**config.mk**
```make
export PLATFORM = sky130hd
export DESIGN_NAME = inst_mem_bridge
export DESIGN_NICKNAME = d
export VERILOG_FILES = /design/src/rtl/inst_mem_bridge.sv
export SDC_FILE = /design/constraint.sdc
export NUM_CORES = 1
export LEC_CHECK = 0
export ABC_AREA = 1
export BUFFER_PORTS_ARGS = -buffer_cell sky130_fd_sc_hd__buf_2
export CELL_PAD_IN_SITES_DETAIL_PLACEMENT = 1
export CELL_PAD_IN_SITES_GLOBAL_PLACEMENT = 1
export CORE_ASPECT_RATIO = 0.7
export CORE_MARGIN = 2
export CORE_UTILIZATION = 30
export CTS_BUF_LIST = sky130_fd_sc_hd__clkbuf_2
export DETAILED_ROUTE_END_ITERATION = 8
export PLACE_DENSITY_LB_ADDON = 0.1
export SLEW_MARGIN = 20
export SYNTH_ARGS = -nofsm -noshare
export SYNTH_HDL_FRONTEND = slang
export SYNTH_SLANG_ARGS = --single-unit
```
**constraint.sdc**
```tcl
create_clock -name clk -period 2 [get_ports clk]
set_clock_uncertainty 0.15 [all_clocks]
set_input_delay 0.3 -clock clk [delete_from_list [all_inputs] [get_ports clk]]
set_output_delay 0.3 -clock clk [all_outputs]
set_load 0.02 [all_outputs]
```
**src/rtl/inst_mem_bridge.sv**
```systemverilog
// inst_mem_bridge: fetch-side request/grant/response bridge
// with timeout, stale-response drop and NOP fault substitution.
module inst_mem_bridge #(
    parameter int          XLEN           = 32,
    parameter int          TIMEOUT_CYCLES = 64,
    parameter logic [31:0] NOP_WORD       = 32'h00000013
) (
    input  logic            clk,
    input  logic            rst,
    input  logic            inst_mem_read_en,
    input  logic [XLEN-1:0] inst_addr,
    output logic [XLEN-1:0] inst_data,
    output logic            inst_mem_ready,
    output logic            fetch_fault,
    output logic [1:0]      fault_cause,
    output logic            bus_req,
    output logic [XLEN-1:0] bus_addr,
    input  logic            bus_gnt,
    input  logic            bus_rvalid,
    input  logic [XLEN-1:0] bus_rdata,
    input  logic            bus_err
);

    typedef enum logic [1:0] {
        IDLE,
        ADDR,
        DATA,
        VALID
    } state_t;

    localparam logic [1:0] C_NONE  = 2'd0;
    localparam logic [1:0] C_ALIGN = 2'd1;
    localparam logic [1:0] C_BUS   = 2'd2;
    localparam logic [1:0] C_TMO   = 2'd3;

    localparam logic [7:0]      TO_LAST = 8'(TIMEOUT_CYCLES - 1);
    localparam logic [XLEN-1:0] NOP     = XLEN'(NOP_WORD);

    state_t          state_q, state_d;
    logic [XLEN-1:0] data_q, data_d;
    logic [XLEN-1:0] addr_q, addr_d;
    logic [1:0]      cause_q, cause_d;
    logic [7:0]      cnt_q, cnt_d;
    logic            stale_q, stale_d;
    logic            expired;

    assign bus_req        = (state_q == ADDR) && !stale_q;
    assign bus_addr       = addr_q;
    assign inst_data      = data_q;
    assign inst_mem_ready = (state_q == VALID);
    assign fault_cause    = cause_q;
    assign fetch_fault    = (cause_q != C_NONE);

    // A grant on the expiry edge pushes the counter past the limit,
    // so compare with >= to still abort on the following DATA cycle.
    assign expired = (cnt_q >= TO_LAST);

    // State register.
    always_ff @(posedge clk or negedge rst) begin
        if (!rst) state_q <= IDLE;
        else      state_q <= state_d;
    end

    // Datapath registers: fetched word, bus address, cause, timer, stale.
    always_ff @(posedge clk or negedge rst) begin
        if (!rst) begin
            data_q  <= NOP;
            addr_q  <= '0;
            cause_q <= C_NONE;
            cnt_q   <= '0;
            stale_q <= 1'b0;
        end else begin
            data_q  <= data_d;
            addr_q  <= addr_d;
            cause_q <= cause_d;
            cnt_q   <= cnt_d;
            stale_q <= stale_d;
        end
    end

    // Next-state and datapath update.
    always_comb begin
        state_d = state_q;
        data_d  = data_q;
        addr_d  = addr_q;
        cause_d = cause_q;
        cnt_d   = cnt_q;
        stale_d = stale_q;

        // The one outstanding late response is dropped in any state.
        if (stale_q && bus_rvalid) stale_d = 1'b0;

        unique case (state_q)
            IDLE, VALID: begin
                if (inst_mem_read_en) begin
                    cnt_d   = '0;
                    cause_d = C_NONE;
                    if (inst_addr[1:0] != 2'b00) begin
                        state_d = VALID;
                        data_d  = NOP;
                        cause_d = C_ALIGN;
                    end else begin
                        state_d = ADDR;
                        addr_d  = {inst_addr[XLEN-1:2], 2'b00};
                    end
                end
            end
            ADDR: begin
                cnt_d = cnt_q + 8'd1;
                if (bus_req && bus_gnt) begin
                    state_d = DATA;
                end else if (expired) begin
                    state_d = VALID;
                    data_d  = NOP;
                    cause_d = C_TMO;
                end
            end
            DATA: begin
                cnt_d = cnt_q + 8'd1;
                if (bus_rvalid) begin
                    state_d = VALID;
                    if (bus_err) begin
                        data_d  = NOP;
                        cause_d = C_BUS;
                    end else begin
                        data_d  = bus_rdata;
                        cause_d = C_NONE;
                    end
                end else if (expired) begin
                    state_d = VALID;
                    data_d  = NOP;
                    cause_d = C_TMO;
                    stale_d = 1'b1;
                end
            end
        endcase
    end

endmodule

```
# After elaboration in Yosys (flattened, before gate mapping)
# Index checks and enable logic that the tools add are counted.
classes:
  n_eq_ne: 6
  bitwise: 1
  reduce_logical: 12
  n_lt_le_gt_ge: 1
  addsub: 1
  n_mux: 26
op_table:
  columns: ["cell", "count"]
  rows:
  - ["two-way mux 32 bit", 6]
  - ["one-hot mux 32 bit (3 select lines)", 1]
  - ["two-way mux 2 bit", 10]
  - ["one-hot mux 8 bit (2 select lines)", 1]
  - ["one-hot mux 2 bit (3 select lines)", 2]
  - ["adder 8 x 1 -> 8 bit, second input constant", 1]
  - ["greater-or-equal comparator 8 x 6 -> 1 bit, second input constant", 1]
  - ["two-way mux 8 bit", 1]
  - ["!= test 2 bit, second input constant", 3]
  - ["AND reduction 3 bit", 2]
  - ["two-way mux 1 bit", 5]
  - ["== test 2 bit, second input constant", 2]
  - ["nonzero test 2 bit", 2]
  - ["OR reduction 2 bit", 2]
  - ["logical AND 1 bit", 3]
  - ["== test 2 x 1 -> 1 bit, second input constant", 1]
  - ["logical NOT 2 bit", 1]
  - ["AND reduction 2 bit", 1]
  - ["logical NOT 1 bit", 1]
  - ["NOT 1 bit", 1]
word_totals:
  inputBits: 70
  elab_cells: 53
  out_inout_bits: 69
  regBits: 75

# Logic depth before layout (Yosys ltp)
# Gate-level depths: netlist (run 1).
logic_depth:
  depth_word: 5
  mapped_depth: 12
  depth_no_buf: 10

# Worst setup path after synthesis (run 1)
# Ideal clock, no wire load.
synth_timing:
  path_type: "register to register"
  from: "reg state_q[1]"
  to: "reg data_q[14], in the netlist inst_data[14]"
  required_ns: 1.729
  setup_ns: 0.121
  arrival_time_ns: 1.541
  synth_period_minus_slack_ns: 1.812
  setup_slack_ns: 0.188
  n_path_buf: 1
  path_stages_with_launch: 11
  path_cell_list: "dfrtp_1 > inv_1 > ha_1 > inv_2 > nor2_4 > nand2_4 > nand2_4 > inv_2 > nand2_2 > buf_4 > o21ai_2"
synth_via:
  elab_chain_len: 5
  elab_cells_between_ends: 12
  cone_classes: "eq/ne: 6; mux: 1; reduce/logical: 5"
synth_rtl:
  columns: ["item", "line", "text"]
  rows:
  - ["from (decl)", "39", "state_t state_q, state_d;"]
  - ["from (signal assigned)", "61", "else state_q <= state_d;"]
  - ["== test 2 x 1 -> 1 bit", "47", "assign bus_req = (state_q == ADDR) && !stale_q;"]
  - ["logical AND 1 bit", "47", null]
  - ["via bus_req", "16", "output logic bus_req,"]
  - ["logical AND 1 bit", "110", "if (bus_req && bus_gnt) begin"]
  - ["!= test 2 bit (no line)", null, null]
  - ["AND reduction 3 bit (no line)", null, null]
  - ["to (signal assigned)", "73", "data_q <= data_d;"]
  - ["to (decl)", "40", "logic [XLEN-1:0] data_q, data_d;"]
# The timed path passes the listed nets, and every way through them passes these cells.
# A chain may end at the register's enable or synchronous reset.

# Worst setup path in the final report (run 1)
layout_timing:
  from: "reg state_q[0]"
  to: "out bus_req"
layout_via:
  elab_chain_len: 2
layout_rtl:
  columns: ["item", "line"]
  rows:
  - ["== test 2 x 1 -> 1 bit", "47"]
  - ["logical AND 1 bit", "47"]
  - ["to (decl)", "16"]
# Every way passes these cells.

==> results.cfg, run 1 <==
[status]
status = complete, no violations

[sta]
min_period_ps = 1950
clock.fmax_mhz = 514
finalSetupViolations = 0
rsz0062_at_grt = true
slew_headroom = 0.638
post-route-period-util = 0.973
worst_slew_pin_slew_ps = 543
slew_viol_final = 0
hold_violations = 0

[critical_path]
cp_slowest_stage_delay_ps = 440
rrSetupSlack_ps = 80
worstPathMaxFanout = 4
required_ps = 1550
crit_path_end = bus_req
path_class = reg -> out
crit_slowest_cell = dfrtp_1
timing.rr.end = inst_data[31]
reg2regPathDepth = 12
start_kind = flop
crit_top_cell = buf_6
cp.depth = 5
crit_arrival_ps = 1500
r2r_start = state_q[0]
cp_top_family = flip-flops
end_kind = primary output
critPathBufInv = 3
cp_cell_sequence = buf_6 -> ha_4 -> inv_4 -> nor2_4 -> buf_6
cp-startpoint = state_q[0]

[yosys]
seq_area_frac_synth = 0.557
synth_top_area_frac = 0.533
syn_inst = 342
synth_edf_count = 0
synth_area_leaders = dfrtp_1 53%, mux2_2 10%, nand2_1 9.7%
ys_ff_latch = 75
synthTopCellsByCount = 87 x nand2_1, 72 x dfrtp_1, 30 x mux2_2
yosys_warnings = 0
ys_async_sr_fraction = 1.00
netlist_area_sq_um = 3380
synth_top_flop_cell = dfrtp_1
syn_area_per_cell_sq_um = 9.88
ys_types = 29
yosysTopAreaCell = dfrtp_1
synthMostInstantiatedCell = nand2_1

[final_layout]
seq_area_sq_um = 1880
utilization = 0.473
fillCellCount = 1289
drive_gt1_frac = 0.422
area_growth_pct = 54.1
finalInstanceArea_sq_um = 5200
finalNetCount = 636
multi_input_area_sq_um = 1340
stdcell_count = 720
antenna_cells = 0

[routing]
via_per_inst = 4.40
post_drt_wl_per_cell_microns = 14.8
drt_iter0_markers = 91
drt-pass1-iter-count = 4
wl_microns = 10600
ant_nets = 0
vias = 3171
drc = 0

[grt]
grt_pass1_vias = 3366
grt.total_usage = 0.176
grt_max_degree = 40
antenna_found_initial = 0
grt_pass1_wl_microns = 16500
grt_overflow = 0

[placed_design]
numPortBuffers = 136
gp_congestion = 0.758
dp_cells = 630
place_area_sq_um = 4310
dp_hpwl_microns = 7190

[clocking]
cts_tree = yes
numCtsBuffers = 9
cts_htree_levels = 3
clock_path_buffers = 2
clk_pin_slew_worst_paths_ps = 250
clock_sinks = 75
insertion_delay_ps = 540
root_buffer = clkbuf_2

[floorplan]
start_util = 0.307
ioPinCount = 139
core_sq_um = 11000
die_x_microns = 131
rows = 32
die_area_sq_um = 12100
die_y_microns = 92.8

[pwr]
irDropWorstVdd_mv = 0.632
p_leak_nw = 2.69
p_per_area_nw_per_um2 = 1370
total_power_mw = 7.14

[job]
drv_cap = 0

[hold_path]
min_path_type = in -> async
## final cells by class
| cell class | instances | share of cell area |
|---|---|---|
| multi-input combinational | 228 | 0.258 |
| sequential | 75 | 0.361 |
| clock buffer | 9 | 0.00865 |
| clock inverter | 7 | 0.00986 |
| inverter | 26 | 0.0192 |
| tap | 153 | 0.0368 |
| timing repair buffer | 222 | 0.306 |
## how the worst min path moves through the flow
stage,startpoint,endpoint,slack (ps),cells after the start
floorplan,rst,bus_addr[10],-150,0
global placement,rst,inst_data[2],180,1
detailed placement,rst,inst_data[2],180,1
CTS,inst_addr[0],state_q[1],20,5
global route,inst_addr[0],state_q[1],60,5
finish,rst,inst_data[6],90,2
## cells in the final DEF (no fill, tap or decap), drive strengths merged
master and count:
buf 154, nand2 100, dfrtp 72, dlygate4sd3 67, o21ai 41, mux2 30
inv 28, nor2 21, nand3 14, a21oi 10, clkbuf 10, clkinvlp 4
ha 4, dfstp 3, or2 2, conb 2, o31ai 1, nand3b 1
nor3 1, a31oi 1, clkinv 1
## report_power, final
group	internal, mW	switching (mW)	leakage [nW]
registers	2.04	0.282	0.964
logic	1.64	2.41	1.68
clock network	0.166	0.605	0.0486
total	3.85	3.29	2.69
## per-layer routing
metal  GRT usage  wire [microns]  up-vias
met5           0               0        -
met4      0.0434             113        0
met3      0.0456             527        8
met2       0.301            5070       88
met1       0.223            4920     1534
li1            -               -     1541
## sequential cells by signal (all words and copies together), names as in the netlist
name / cells
bus_addr: 30
inst_data: 32
stale_q: 1
state_q: 2
cnt_q: 8
fault_cause: 2
## metrics by stage
| step | setup TNS (ps) | hold WS, ps | worst slack (ps) |
|---|---|---|---|
| 2_1_floorplan | 0 | -146 | 188 |
| 3_3_place_gp | 0 | 176 | 120 |
| 3_5_place_dp | 0 | 176 | 49.3 |
| 4_1_cts | -42.8 | 21.4 | -38.7 |
| 5_1_grt | -392 | 60.8 | -73.8 |
| 6_report | 0 | 88.4 | 53.2 |
## logic make-up (layout without fill, tap and decap cells)
family | Yosys count | count (layout) | synth area share
flip-flops | 75 | 75 | 0.557
AO/OA/AOI/OAI | 53 | 53 | 0.0930
adder cells (fa/ha/maj) | 4 | 4 | 0.0148
other | 1 | 2 | 0.00111
buffers and inverters | 40 | 264 | 0.0570
AND/OR/NAND/NOR | 139 | 139 | 0.177
multiplexers | 30 | 30 | 0.100
## timing repair
| action | in CTS | in global routing |
|---|---|---|
| hold buffers | 67 | 0 |
| pin swaps | 1 | 3 |
| gates resized for setup | 10 | 12 |
| setup endpoints to repair | 2 | 41 |
| cloned | 0 | 1 |
| setup buffers | 1 | 5 |
| hold endpoints to repair | 146 | 0 |
Note: power is estimated with default switching activity, not from simulation.
==> run 2: changes to the inputs <==
CELL_PAD_IN_SITES_DETAIL_PLACEMENT = default   (was 1)
CELL_PAD_IN_SITES_GLOBAL_PLACEMENT = default   (was 1)
CORE_UTILIZATION = 25   (was 30)
PLACE_DENSITY_LB_ADDON = default   (was 0.1)
==> run 2 against run 1 <==
Net effect:
- total power up 5.6%
- clock power up 28%
- combinational power up 4%
- critical path depth up 7
- non-clock buffer count up 3
- via count about the same
- cell count up 4.9%
- setup slack better by 17 ps
- worst hold slack better by 54 ps
- sequential cell count unchanged
- first-iteration DRC count down 29%
- critical path type is now reg -> reg
- largest cell class unchanged
- largest power group unchanged
- highest routed layer unchanged
==> results.cfg, run 2 (synthesis gave the netlist of run 1 again) <==
[final_layout]
area_growth_pct = 57.3
drive_gt1_frac = 0.426
largest_reg_flops = 32
finalNetCount = 639
most-common-layout-cells = 134 x buf_2, 86 x nand2_1, 72 x dfrtp_1
antenna_cells = 0
layout_commonest_cell = buf_2

[pwr]
p_leak_nw = 2.74
total_power_mw = 7.54
irDropWorstVdd_mv = 0.642
p_per_area_nw_per_um2 = 1420

[placed_design]
numPortBuffers = 136
gp_congestion = 0.839
dp_slack_ps = 131
dp_hpwl_microns = 6120

[clocking]
clk_pin_slew_worst_paths_ps = 210
clock_path_buffers = 2
insertion_delay_ps = 490
root_buffer = clkbuf_2
clock_sinks = 75
numCtsBuffers = 9
cts_tree = yes
cts_htree_levels = 3

[floorplan]
die_x_microns = 143
ioPinCount = 139
die_y_microns = 101
start_util = 0.256
core_sq_um = 13200
die_area_sq_um = 14500
rows = 35

[critical_path]
end_kind = flop
critPathBufInv = 6
crit_slowest_cell = dfrtp_1
crit_arrival_ps = 2190
worstPathMaxFanout = 9
cp_cell_sequence = buf_4 -> inv_1 -> ha_4 -> buf_6 -> o21ai_2 -> nand2_4 -> inv_4 -> o21ai_4 -> buf_12 -> clkbuf_16 -> nand2_1 -> o21ai_0
path_class = reg -> reg
start_kind = flop
required_ps = 2260
cp_slowest_stage_delay_ps = 420
cp_top_family = buffers and inverters

[routing]
via_per_inst = 4.20
ant_nets = 0
wl_microns = 9640
drt_iter0_markers = 65
post_drt_wl_per_cell_microns = 12.8
vias = 3172
drc = 0
drt-pass1-iter-count = 6

[sta]
clock.fmax_mhz = 518
rsz0062_at_grt = true
min_period_ps = 1930
hold_violations = 0
finalSetupViolations = 0
post-route-period-util = 0.965
slew_viol_final = 0
fin_ws_ps = 70.4

[hold_path]
min_path_type = in -> reg

[grt]
grt_pass1_vias = 3121
grt_max_degree = 76
grt.total_usage = 0.127
antenna_found_initial = 0
grt_pass1_wl_microns = 14600
grt_overflow = 0

[job]
drv_cap = 0

[status]
status = complete, no violations
==> run 2: cell count changes in the layout (fill, tap and decap cells not counted), sizes merged <==
cell | previous run | this run
clkinvlp | 4 | 1
buf | 154 | 156
bufinv | 0 | 2
clkbuf | 10 | 12
clkinv | 1 | 3
inv | 28 | 26
==> run 2: routing by layer <==
metal / wire (microns) / part of all wire / global-route usage / vias to the layer above
li1: - / - / - / 1548
met2: 4510 / 0.47 / 0.206 / 127
met1: 4350 / 0.45 / 0.160 / 1485
met4: 108 / 0.011 / 0.0404 / 0
met3: 677 / 0.070 / 0.0454 / 12
met5: 0 / 0 / 0 / -
==> run 2: worst paths after layout <==
kind                            depth (start not counted)          start       endpoint  slack, ps
worst min register to register                          2  inst_data[24]  inst_data[24]        360
worst max-delay path                                   12     state_q[0]  inst_data[29]         70
worst max register to register                         12     state_q[0]  inst_data[29]         70
worst min-delay path                                    5   inst_addr[0]     state_q[1]        140
max in group asynchronous                               3            rst   inst_data[4]       1140
min in group asynchronous                               3            rst  inst_data[16]        150
==> run 2: where the power goes <==
part           total, mW  switching [mW]  internal, mW
logic               4.22            2.40          1.82
clock network      0.989           0.568         0.421
registers           2.33           0.286          2.04
total               7.54            3.25          4.29
==> run 2: layout make-up <==
type	instances	area [sq um]
Timing Repair Buffer	225	1620
Tap cell	185	231
Fill cell	1263	7870
Sequential cell	75	1880
Inverter	26	100
Multi-Input combinational cell	228	1340
Clock inverter	6	90.1
Clock buffer	10	50.0
==> run 2: through the flow <==
step	hold slack (ps)	cells	utilization	setup TNS, ps	instance area [sq um]
2_1_floorplan	-146	343	-	0	3380
3_3_place_gp	200	661	0.328	0	4320
3_5_place_dp	199	661	0.328	0	4320
4_1_cts	74.6	746	0.391	0	5160
5_1_grt	87.4	755	0.403	-113	5310
6_report	143	755	0.403	0	5310
==> run 2: worst reg2reg max path: cells and delay by family, from the launching register on <==
| family | cells | cell delay, ps |
|---|---|---|
| compound gates | 3 | 210 |
| fa+ha+maj | 1 | 220 |
| buf+inv | 6 | 740 |
| flops | 1 | 420 |
| simple gates | 2 | 140 |
==> run 2: what timing repair did <==
action	4_1_cts	5_1_grt
hold buffers	67	0
cloned	0	3
setup endpoints to repair	1	32
pin swaps	0	3
hold endpoints to repair	145	0
gates resized for setup	3	12
buffers inserted	2	6
